### src/rtl/mmc_gate_driver_if.sv
// Sorter-to-gate-driver mask handshake; a mask transfers on a clock edge with m_valid && m_ready.
interface mmc_gate_driver_if #(
    parameter int N_SM = 12
);
    logic            m_valid;
    logic [N_SM:1]   m_in;
    logic            m_ready;

    modport master (output m_valid, output m_in, input  m_ready);
    modport slave  (input  m_valid, input  m_in, output m_ready);
endinterface

### src/rtl/mmc_gate_driver.sv
// Half-bridge gate pair driver: changed submodules see DEADTIME cycles with both gates low, then MIN_DWELL hold.
// Latency: new gates DEADTIME edges after acceptance; m_ready (registered) returns DEADTIME+MIN_DWELL edges later.
module mmc_gate_driver #(
    parameter int N_SM      = 12,
    parameter int DEADTIME  = 10,
    parameter int MIN_DWELL = 50
) (
    input  logic                clk,
    input  logic                rst,
    mmc_gate_driver_if.slave    m,
    output logic [N_SM:1]       gate_hi,
    output logic [N_SM:1]       gate_lo,
    output logic [N_SM:1]       mask_applied,
    output logic [3:0]          n_inserted,
    output logic                busy
);

    localparam int CMAX = (DEADTIME > MIN_DWELL) ? DEADTIME : MIN_DWELL;
    localparam int CW   = $clog2(CMAX + 1);

    localparam logic [1:0] ST_DEAD  = 2'd0;
    localparam logic [1:0] ST_DWELL = 2'd1;
    localparam logic [1:0] ST_IDLE  = 2'd2;

    logic [1:0]     state;
    logic [CW-1:0]  cnt;
    logic [N_SM:1]  target;
    logic [N_SM:1]  changed;
    logic [N_SM:1]  diff;

    assign diff = m.m_in ^ mask_applied;

    always_ff @(posedge clk) begin
        if (rst) begin
            // Startup runs a full DEAD/DWELL pass toward an all-bypassed target.
            state        <= ST_DEAD;
            cnt          <= '0;
            target       <= '0;
            changed      <= '1;
            gate_hi      <= '0;
            gate_lo      <= '0;
            mask_applied <= '0;
            n_inserted   <= '0;
            m.m_ready    <= 1'b0;
            busy         <= 1'b1;
        end else begin
            case (state)
                ST_DEAD: begin
                    if (cnt == CW'(DEADTIME - 1)) begin
                        // Unchanged bits were never released, so only changed bits take the target.
                        gate_hi      <= (gate_hi & ~changed) | (target & changed);
                        gate_lo      <= (gate_lo & ~changed) | (~target & changed);
                        mask_applied <= target;
                        n_inserted   <= 4'($countones(target));
                        state        <= ST_DWELL;
                        cnt          <= '0;
                    end else begin
                        cnt <= cnt + 1'b1;
                    end
                end
                ST_DWELL: begin
                    if (cnt == CW'(MIN_DWELL - 1)) begin
                        state     <= ST_IDLE;
                        cnt       <= '0;
                        m.m_ready <= 1'b1;
                        busy      <= 1'b0;
                    end else begin
                        cnt <= cnt + 1'b1;
                    end
                end
                ST_IDLE: begin
                    // An identical mask is consumed without restarting the dwell.
                    if (m.m_valid && m.m_ready && (diff != '0)) begin
                        target    <= m.m_in;
                        changed   <= diff;
                        gate_hi   <= gate_hi & ~diff;
                        gate_lo   <= gate_lo & ~diff;
                        state     <= ST_DEAD;
                        cnt       <= '0;
                        m.m_ready <= 1'b0;
                        busy      <= 1'b1;
                    end
                end
                default: begin
                    state     <= ST_DEAD;
                    cnt       <= '0;
                    target    <= '0;
                    changed   <= '1;
                    gate_hi   <= '0;
                    gate_lo   <= '0;
                    m.m_ready <= 1'b0;
                    busy      <= 1'b1;
                end
            endcase
        end
    end

endmodule

### src/flat_wrapper.sv
// flat-port wrapper written by rule: the top's interface ports become plain ports
module mmc_gate_driver_flat 
#(
    parameter int N_SM      = 12,
    parameter int DEADTIME  = 10,
    parameter int MIN_DWELL = 50
)
  (clk, rst, gate_hi, gate_lo, mask_applied, n_inserted, busy, m_m_valid, m_m_in, m_m_ready);
  mmc_gate_driver_if #(.N_SM(N_SM)) m_i ();
  input  logic clk;
  input  logic rst;
  output logic [N_SM:1] gate_hi;
  output logic [N_SM:1] gate_lo;
  output logic [N_SM:1] mask_applied;
  output logic [3:0] n_inserted;
  output logic busy;
  input wire logic [$bits(m_i.m_valid)-1:0] m_m_valid;
  input wire logic [$bits(m_i.m_in)-1:0] m_m_in;
  output wire logic [$bits(m_i.m_ready)-1:0] m_m_ready;
  assign m_i.m_valid = m_m_valid;
  assign m_i.m_in = m_m_in;
  assign m_m_ready = m_i.m_ready;
  mmc_gate_driver #(.N_SM(N_SM), .DEADTIME(DEADTIME), .MIN_DWELL(MIN_DWELL)) u_core (.clk(clk), .rst(rst), .m(m_i), .gate_hi(gate_hi), .gate_lo(gate_lo), .mask_applied(mask_applied), .n_inserted(n_inserted), .busy(busy));
endmodule
### config.mk
export PLATFORM = sky130hd
export DESIGN_NAME = mmc_gate_driver_flat
export DESIGN_NICKNAME = d
export VERILOG_FILES = /design/src/rtl/mmc_gate_driver_if.sv /design/src/rtl/mmc_gate_driver.sv /design/src/flat_wrapper.sv
export SDC_FILE = /design/constraint.sdc
export NUM_CORES = 1
export LEC_CHECK = 0
export BUFFER_PORTS_ARGS = -buffer_cell sky130_fd_sc_hd__buf_2
export CAP_MARGIN = 20
export CORE_MARGIN = 2
export CORE_UTILIZATION = 40
export CTS_CLUSTER_SIZE = 10
export DETAILED_ROUTE_END_ITERATION = 8
export SYNTH_ARGS = -nofsm -noshare
export SYNTH_HDL_FRONTEND = slang
export SYNTH_SLANG_ARGS = --single-unit
### constraint.sdc
create_clock -name clk -period 7.4 [get_ports clk]
set_clock_uncertainty 0.2 [all_clocks]
set_input_delay 1.48 -clock clk [delete_from_list [all_inputs] [get_ports clk]]
set_output_delay 1.48 -clock clk [all_outputs]
set_load 0.005 [all_outputs]
==> results of run 1 <==
[per-stage QoR]
step | worst slack (ns) | hold WS (ns) | total power, mW
final | 3.77 | 0.256 | 0.812
after global routing | 3.54 | 0.284 | 0.837
after CTS | 3.74 | 0.257 | 0.820
after detailed placement | 3.69 | 0.247 | 0.440
after global placement | 3.70 | 0.237 | 0.440
after floorplan | 4.05 | 0.248 | 0.428
[worst max-delay path, delay by kind of cell, from the launching register on]
family,cells,cell delay (ns)
AND/OR/NAND/NOR,1,0.08
adder cells (fa/ha/maj),5,2.04
buffers and inverters,2,0.11
AO/OA/AOI/OAI,3,0.51
flip-flops,1,0.45
XOR/XNOR,1,0.15
[report_power, final]
group	switching, mW	internal [mW]
Combinational	0.0198	0.00883
Clock	0.158	0.223
Sequential	0.00272	0.400
[synthesized netlist by cell type, types with 2 or more instances]
cell type	number	area share
xnor2_1	2	0.0049
nor4_1	3	0.0053
xor2_1	12	0.030
nand2b_1	5	0.0088
a31oi_1	12	0.021
o22ai_1	4	0.0070
a41oi_1	2	0.0049
dfxtp_1	74	0.42
inv_1	23	0.024
mux2i_1	4	0.011
a22o_1	11	0.027
clkbuf_1	22	0.023
a21oi_1	57	0.080
a211oi_1	12	0.025
nand3b_1	2	0.0042
o221ai_1	7	0.017
a311oi_1	3	0.0074
fa_1	7	0.039
nand2_1	65	0.069
or3_1	3	0.0053
nand3_1	3	0.0042
nor3_1	14	0.020
nor2b_1	2	0.0035
a2bb2oi_1	3	0.0074
o22a_1	9	0.022
o21ai_0	4	0.0056
ha_1	12	0.042
nor2_1	25	0.026
[registers in the layout (all words and copies together), names as in the netlist]
| name | count |
|---|---|
| u_core.target | 12 |
| u_core.n_inserted | 4 |
| u_core.changed | 12 |
| u_core.gate_hi | 12 |
| u_core.gate_lo | 12 |
| u_core.m.m_ready | 1 |
| u_core.cnt | 6 |
| u_core.state | 2 |
| u_core.busy | 1 |
| u_core.mask_applied | 12 |
[final timing paths]
kind	endpoint	startpoint	depth (start not counted)
max	u_core.n_inserted[3]	u_core.target[2]	12
min	u_core.n_inserted[0]	u_core.n_inserted[0]	2
max reg2reg	u_core.n_inserted[3]	u_core.target[2]	12
min reg2reg	u_core.n_inserted[0]	u_core.n_inserted[0]	2
[kinds of logic (layout without fill, tap and decap cells)]
family | Yosys count | count (layout) | share of synthesized area
fa+ha+maj | 19 | 19 | 0.0817
mux | 5 | 5 | 0.0144
buf+inv | 47 | 99 | 0.0500
compound gates | 129 | 129 | 0.240
simple gates | 128 | 128 | 0.163
flops | 74 | 74 | 0.417
xor+xnor | 14 | 14 | 0.0345
[per-layer routing]
metal | GRT usage | up-vias
li1 | - | 1572
met1 | 0.260 | 1503
met2 | 0.334 | 71
met3 | 0.0480 | 9
met4 | 0.0601 | 0
met5 | 0 | -
[area by class of cell]
class | count | area [sq um]
fillers | 881 | 4530
multi-input cells | 295 | 1900
flip-flops and latches | 74 | 1480
repair buffers | 60 | 310
well taps | 108 | 135
clock buffers | 9 | 124
clock inverters | 7 | 118
inverters | 23 | 86.3
==> out/results.ini, run 1 <==
[status]
status = complete, no violations

[timing]
fin_tns_setup_ns = 0
period_needed_ns = 3.63
worst_slew_pin_slew_ns = 1.03
grt_setup_unrepaired = no
fmax_ghz = 0.275
maxSlewHeadroom = 0.316
finalMaxSlewViolations = 0
timing_hold_violations_final = 0
setup_viol = 0
fin_crit_sh = 0.491

[worst_setup_path]
critPathRequiredTime_ns = 7.47
critical_path.max_fanout = 6
worst_setup_path_end_kind = flop
arrival_ns = 3.70
cp-start-kind = flop
regToRegSetupSlack_ns = 3.77
slowest_stage = fa_1
crit_path_frequent_cell = fa_1
cpPeakStageDelay_ns = 0.53
crit_type = reg2reg
path_cells = ha_1 > inv_1 > fa_1 > inv_1 > fa_1 > fa_1 > ha_1 > a21o_1 > a21oi_1 > xnor2_1 > nand2_1 > a21oi_1

[detailed_routing]
wl_met2_mm = 4.48
vias = 3155
avgViaCountPerCell = 5.48
wl_per_cell_microns = 16.4
drc_errors = 0
top_layer = met4
first_pass_iters = 4
dr_wl_met3_microns = 520
wl_met1_mm = 4.31
drt_wl_total_mm = 9.42
final_antenna_net_count = 0
drt_iter0_markers = 156

[power]
power_density_nw_per_um2 = 196
max-vdd-ir-drop_v = 0.0000953
p_leak_nw = 1.79

[clock_network]
clockBufferDepth = 2
clock-sinks = 74
cts.reportedPaths.clkPinSlew_ns = 0.08
cts_repair_resize_count = 0
cts-root-buf = clkbuf_8
post-cts-setup-buffers = 0
hold_buffers = 0
cts_buffers = 9
tritoncts = built
clock_latency_ns = 0.35
cts_max_level = 3

[final_layout]
utilization = 0.478
diodes = 0
finalInstanceArea_sq_um = 4150
final_common_cell = dfxtp_1
stdcell_count = 576
nets = 497
drive_gt1_frac = 0.173
syn_to_final_growth_pct = 16.8
layout_common_cells = 74 x dfxtp_1, 65 x nand2_1, 57 x a21oi_1

[placed_design]
io_buffers = 56
place_hpwl_mm = 6.44
gp_congestion = 0.775
place_area_sq_um = 3910
dp_cells = 560

[global_routing]
grt_pass1_wl_mm = 15.7
grt.overflow.total = 0
track_usage = 0.201
antenna_found_initial = 0
grt_max_degree = 53
grt_pass1_vias = 3149

[floorplan]
die_h_microns = 98.3
die_w_microns = 98.3
core_sq_um = 8680
design.portCount = 57
dieArea_sq_um = 9660
start_util = 0.410
row_count = 34

[yosys]
synth_cell_type_count = 42
synth_area_sq_um = 3550
synth_seq_area_share = 0.417
yosys_warnings = 0
avgSynthCellArea_sq_um = 8.54
synth_edf_count = 0
syn-num-nets = 450
synthFlopType = dfxtp_1
synthArstFlopShare = 0
syn_inst = 416
synth-seq-cells = 74

[run]
maxCapViolCount = 0

[worst_hold_path]
hold_class = reg2reg

(Power assumes the default switching activity.)
==> inputs of run 2 (changes only) <==
--- a/config.mk
+++ b/config.mk
@@ -5,6 +5,7 @@
 export SDC_FILE = /design/constraint.sdc
 export NUM_CORES = 1
 export LEC_CHECK = 0
+export ABC_AREA = 1
 export BUFFER_PORTS_ARGS = -buffer_cell sky130_fd_sc_hd__buf_2
 export CAP_MARGIN = 20
 export CORE_MARGIN = 2
==> constraint.sdc (replaced) <==
create_clock -name clk -period 3 [get_ports clk]
set_clock_uncertainty 0.2 [all_clocks]
set_input_delay 0.6 -clock clk [delete_from_list [all_inputs] [get_ports clk]]
set_output_delay 0.6 -clock clk [all_outputs]
set_load 0.005 [all_outputs]
==> out/results.ini, run 2 <==
[floorplan]
row_count = 36  ; +5.9%
die_w_microns = 104  ; +5.7%
design.portCount = 57  ; unchanged
die_h_microns = 104  ; +5.7%
dieArea_sq_um = 10800  ; +12%
core_sq_um = 9730  ; +12%
start_util = 0.410  ; +0.000635

[detailed_routing]
final_antenna_net_count = 0  ; unchanged
vias = 3796  ; +20%
avgViaCountPerCell = 4.87  ; -11%
wl_per_cell_microns = 13.3  ; -19%
drc_errors = 0  ; unchanged
drt_wl_total_mm = 10.4  ; +9.9%
first_pass_iters = 4  ; unchanged
drt_iter0_markers = 182  ; +17%

[timing]
fin_tns_setup_ns = -0.777  ; -0.777 ns
maxSlewHeadroom = 0.643  ; +0.327
grt_setup_unrepaired = yes
timing_hold_violations_final = 0  ; unchanged
fin_crit_sh = 1.10  ; +0.608
fmax_ghz = 0.303  ; +10%
finalMaxSlewViolations = 0  ; unchanged
fin_ws_ns = -0.297  ; -4.07 ns
fin_hold_ws_ns = 0.256  ; +0.0000270 ns
worst_slew_pin_slew_ns = 0.531  ; -0.495 ns
period_needed_ns = 3.30  ; -0.334 ns
setup_viol = 3  ; +3

[power]
power_density_nw_per_um2 = 379  ; +94%
max-vdd-ir-drop_v = 0.000231  ; +140%
power.total_mw = 1.76  ; +120%
p_leak_nw = 2.24  ; +25%

[final_layout]
syn_to_final_growth_pct = 16.1
final_common_cell = nand2_1
fillerInstances = 1001  ; +14%
diodes = 0  ; unchanged
seqCellArea_sq_um = 1490  ; +0.34%
multi_input_area_sq_um = 2130  ; +12%
drive_gt1_frac = 0.181  ; +0.00776
layout_common_cells = 158 x nand2_1, 70 x dfxtp_1, 65 x inv_1
nets = 677  ; +36%

[yosys]
syn-num-nets = 619  ; +38%
yosysMostFrequentCell = nand2_1
synthArstFlopShare = 0  ; unchanged
yosys_warnings = 0  ; unchanged
yosysTopAreaCellShare = 0.371  ; -0.0456
syn_inst = 585  ; +41%
synth_cell_type_count = 32  ; -24%
synthFlopType = dfxtp_1
synth_seq_area_share = 0.371  ; -0.0456
synth_edf_count = 0  ; unchanged
avgSynthCellArea_sq_um = 6.82  ; -20%
synthTopCellsByArea = dfxtp_1 37%, nand2_1 15%, nand3_1 7.8%
yosys.area.top_type = dfxtp_1
synth_area_sq_um = 3990  ; +12%
synth-seq-cells = 74  ; unchanged
synth_common_cells = 158 x nand2_1, 74 x dfxtp_1, 70 x inv_1, 62 x nand3_1, 55 x o21ai_0

[clock_network]
cts.reportedPaths.clkPinSlew_ns = 0.08  ; about the same
clockBufferDepth = 2  ; unchanged
cts-root-buf = clkbuf_8
clock-sinks = 74  ; unchanged
hold_buffers = 0  ; unchanged
clock_latency_ns = 0.35  ; about the same
cts_max_level = 3  ; unchanged
tritoncts = built
cts_buffers = 9  ; unchanged

[worst_setup_path]
arrival_ns = 3.36  ; -0.34 ns
cp-startpoint = u_core.target[6]
r2r-start = u_core.target[6]
crit_type = reg2reg
critPathRequiredTime_ns = 3.06  ; -4.41 ns
regToRegSetupSlack_ns = -0.30  ; -4.07 ns
critical_path.max_fanout = 2  ; -4
r2r_end = u_core.n_inserted[2]
cp-start-kind = flop
rr_worst_depth = 11  ; -1
worst_setup_path_end_kind = flop

[global_routing]
grt.overflow.total = 0  ; unchanged
antenna_found_initial = 0  ; unchanged
track_usage = 0.196  ; -0.00474
grt_pass1_vias = 3618  ; +15%
grt_max_degree = 44  ; -17%
grt_pass1_wl_mm = 17.3  ; +10%

[worst_hold_path]
min_to = u_core.busy
hold_class = reg2reg
worstHoldStart = u_core.busy
whs_path_depth = 2  ; unchanged

[status]
failed_checks = negative setup slack
status = complete, but fails checks

[placed_design]
dpl_worst_slack_ns = -0.251  ; -3.94 ns
place_hpwl_mm = 7.48  ; +16%
gp_congestion = 0.840  ; +8.4%
io_buffers = 56  ; unchanged

[run]
maxCapViolCount = 0  ; unchanged

## run 2: cell types whose count changed after synthesis, sizes merged, moves of 11 or more
| cell | previous run | this run |
|---|---|---|
| inv | 23 | 74 |
| xor2 | 12 | 1 |
| o21ai | 4 | 59 |
| a211oi | 12 | 1 |
| nand3 | 3 | 62 |
| nand2 | 65 | 163 |
| buf | 2 | 17 |
| a22o | 11 | 0 |
| clkbuf | 22 | 8 |
| nor2 | 25 | 56 |
| nor3 | 14 | 1 |
| a31oi | 12 | 0 |
| a21oi | 57 | 29 |
## run 2: cells by family after synthesis
| kind of cell | synth area share |
|---|---|
| compound gates | 0.132 |
| buf+inv | 0.111 |
| simple gates | 0.307 |
| xor+xnor | 0.00658 |
| flops | 0.371 |
| fa+ha+maj | 0.0727 |
## run 2: repair_timing
item / 4_1_cts / 5_1_grt
pin swaps: 3 / 6
setup buffers: 1 / 2
gates cloned: 0 / 0
setup endpoints to repair: 3 / 3
gates resized for setup: 0 / 9
## run 2: power breakdown
part | total, mW | internal [mW] | switching [mW]
clock network | 0.675 | 0.293 | 0.382
registers | 0.997 | 0.989 | 0.00819
logic | 0.0860 | 0.0286 | 0.0574
total | 1.76 | 1.31 | 0.447
## run 2: how the worst max path moves through the flow
stage                      endpoint  slack, ns  cells after the start
6_report       u_core.n_inserted[2]      -0.30                     11
5_1_grt        u_core.n_inserted[2]      -0.42                     10
4_1_cts        u_core.n_inserted[2]      -0.30                     11
3_5_place_dp   u_core.n_inserted[2]      -0.25                     11
3_3_place_gp   u_core.n_inserted[2]      -0.24                     11
2_1_floorplan  u_core.n_inserted[2]      -0.16                     11
## run 2: stage by stage
step,instances,instance area [sq um],util
after global placement,762,4420,0.454
final,780,4630,0.476
after global routing,780,4630,0.476
after floorplan,585,4020,-
after CTS,778,4590,0.471
after detailed placement,762,4420,0.454
## run 2: area by class of cell
class,count,share of cell area
inverters,75,0.0608
clock inverters,5,0.00702
repair buffers,72,0.0891
flip-flops and latches,74,0.321
multi-input cells,411,0.459
clock buffers,10,0.0275
well taps,133,0.0359
## run 2: metal layers
metal  wire length (microns)  global-route usage  vias up
met4                     204              0.0734        0
met3                     513              0.0282       14
met5                       0                   0        -
met1                    4580               0.251     1715
met2                    5050               0.335       91
li1                        -                   -     1976
## run 2: critical path, stage by stage (launching register included)
cell,delay [ns]
dfxtp_2,0.34
ha_4,0.25
inv_2,0.03
fa_1,0.54
fa_1,0.43
fa_1,0.46
inv_2,0.09
ha_4,0.14
inv_2,0.03
fa_2,0.32
xor2_1,0.15
a211oi_1,0.22
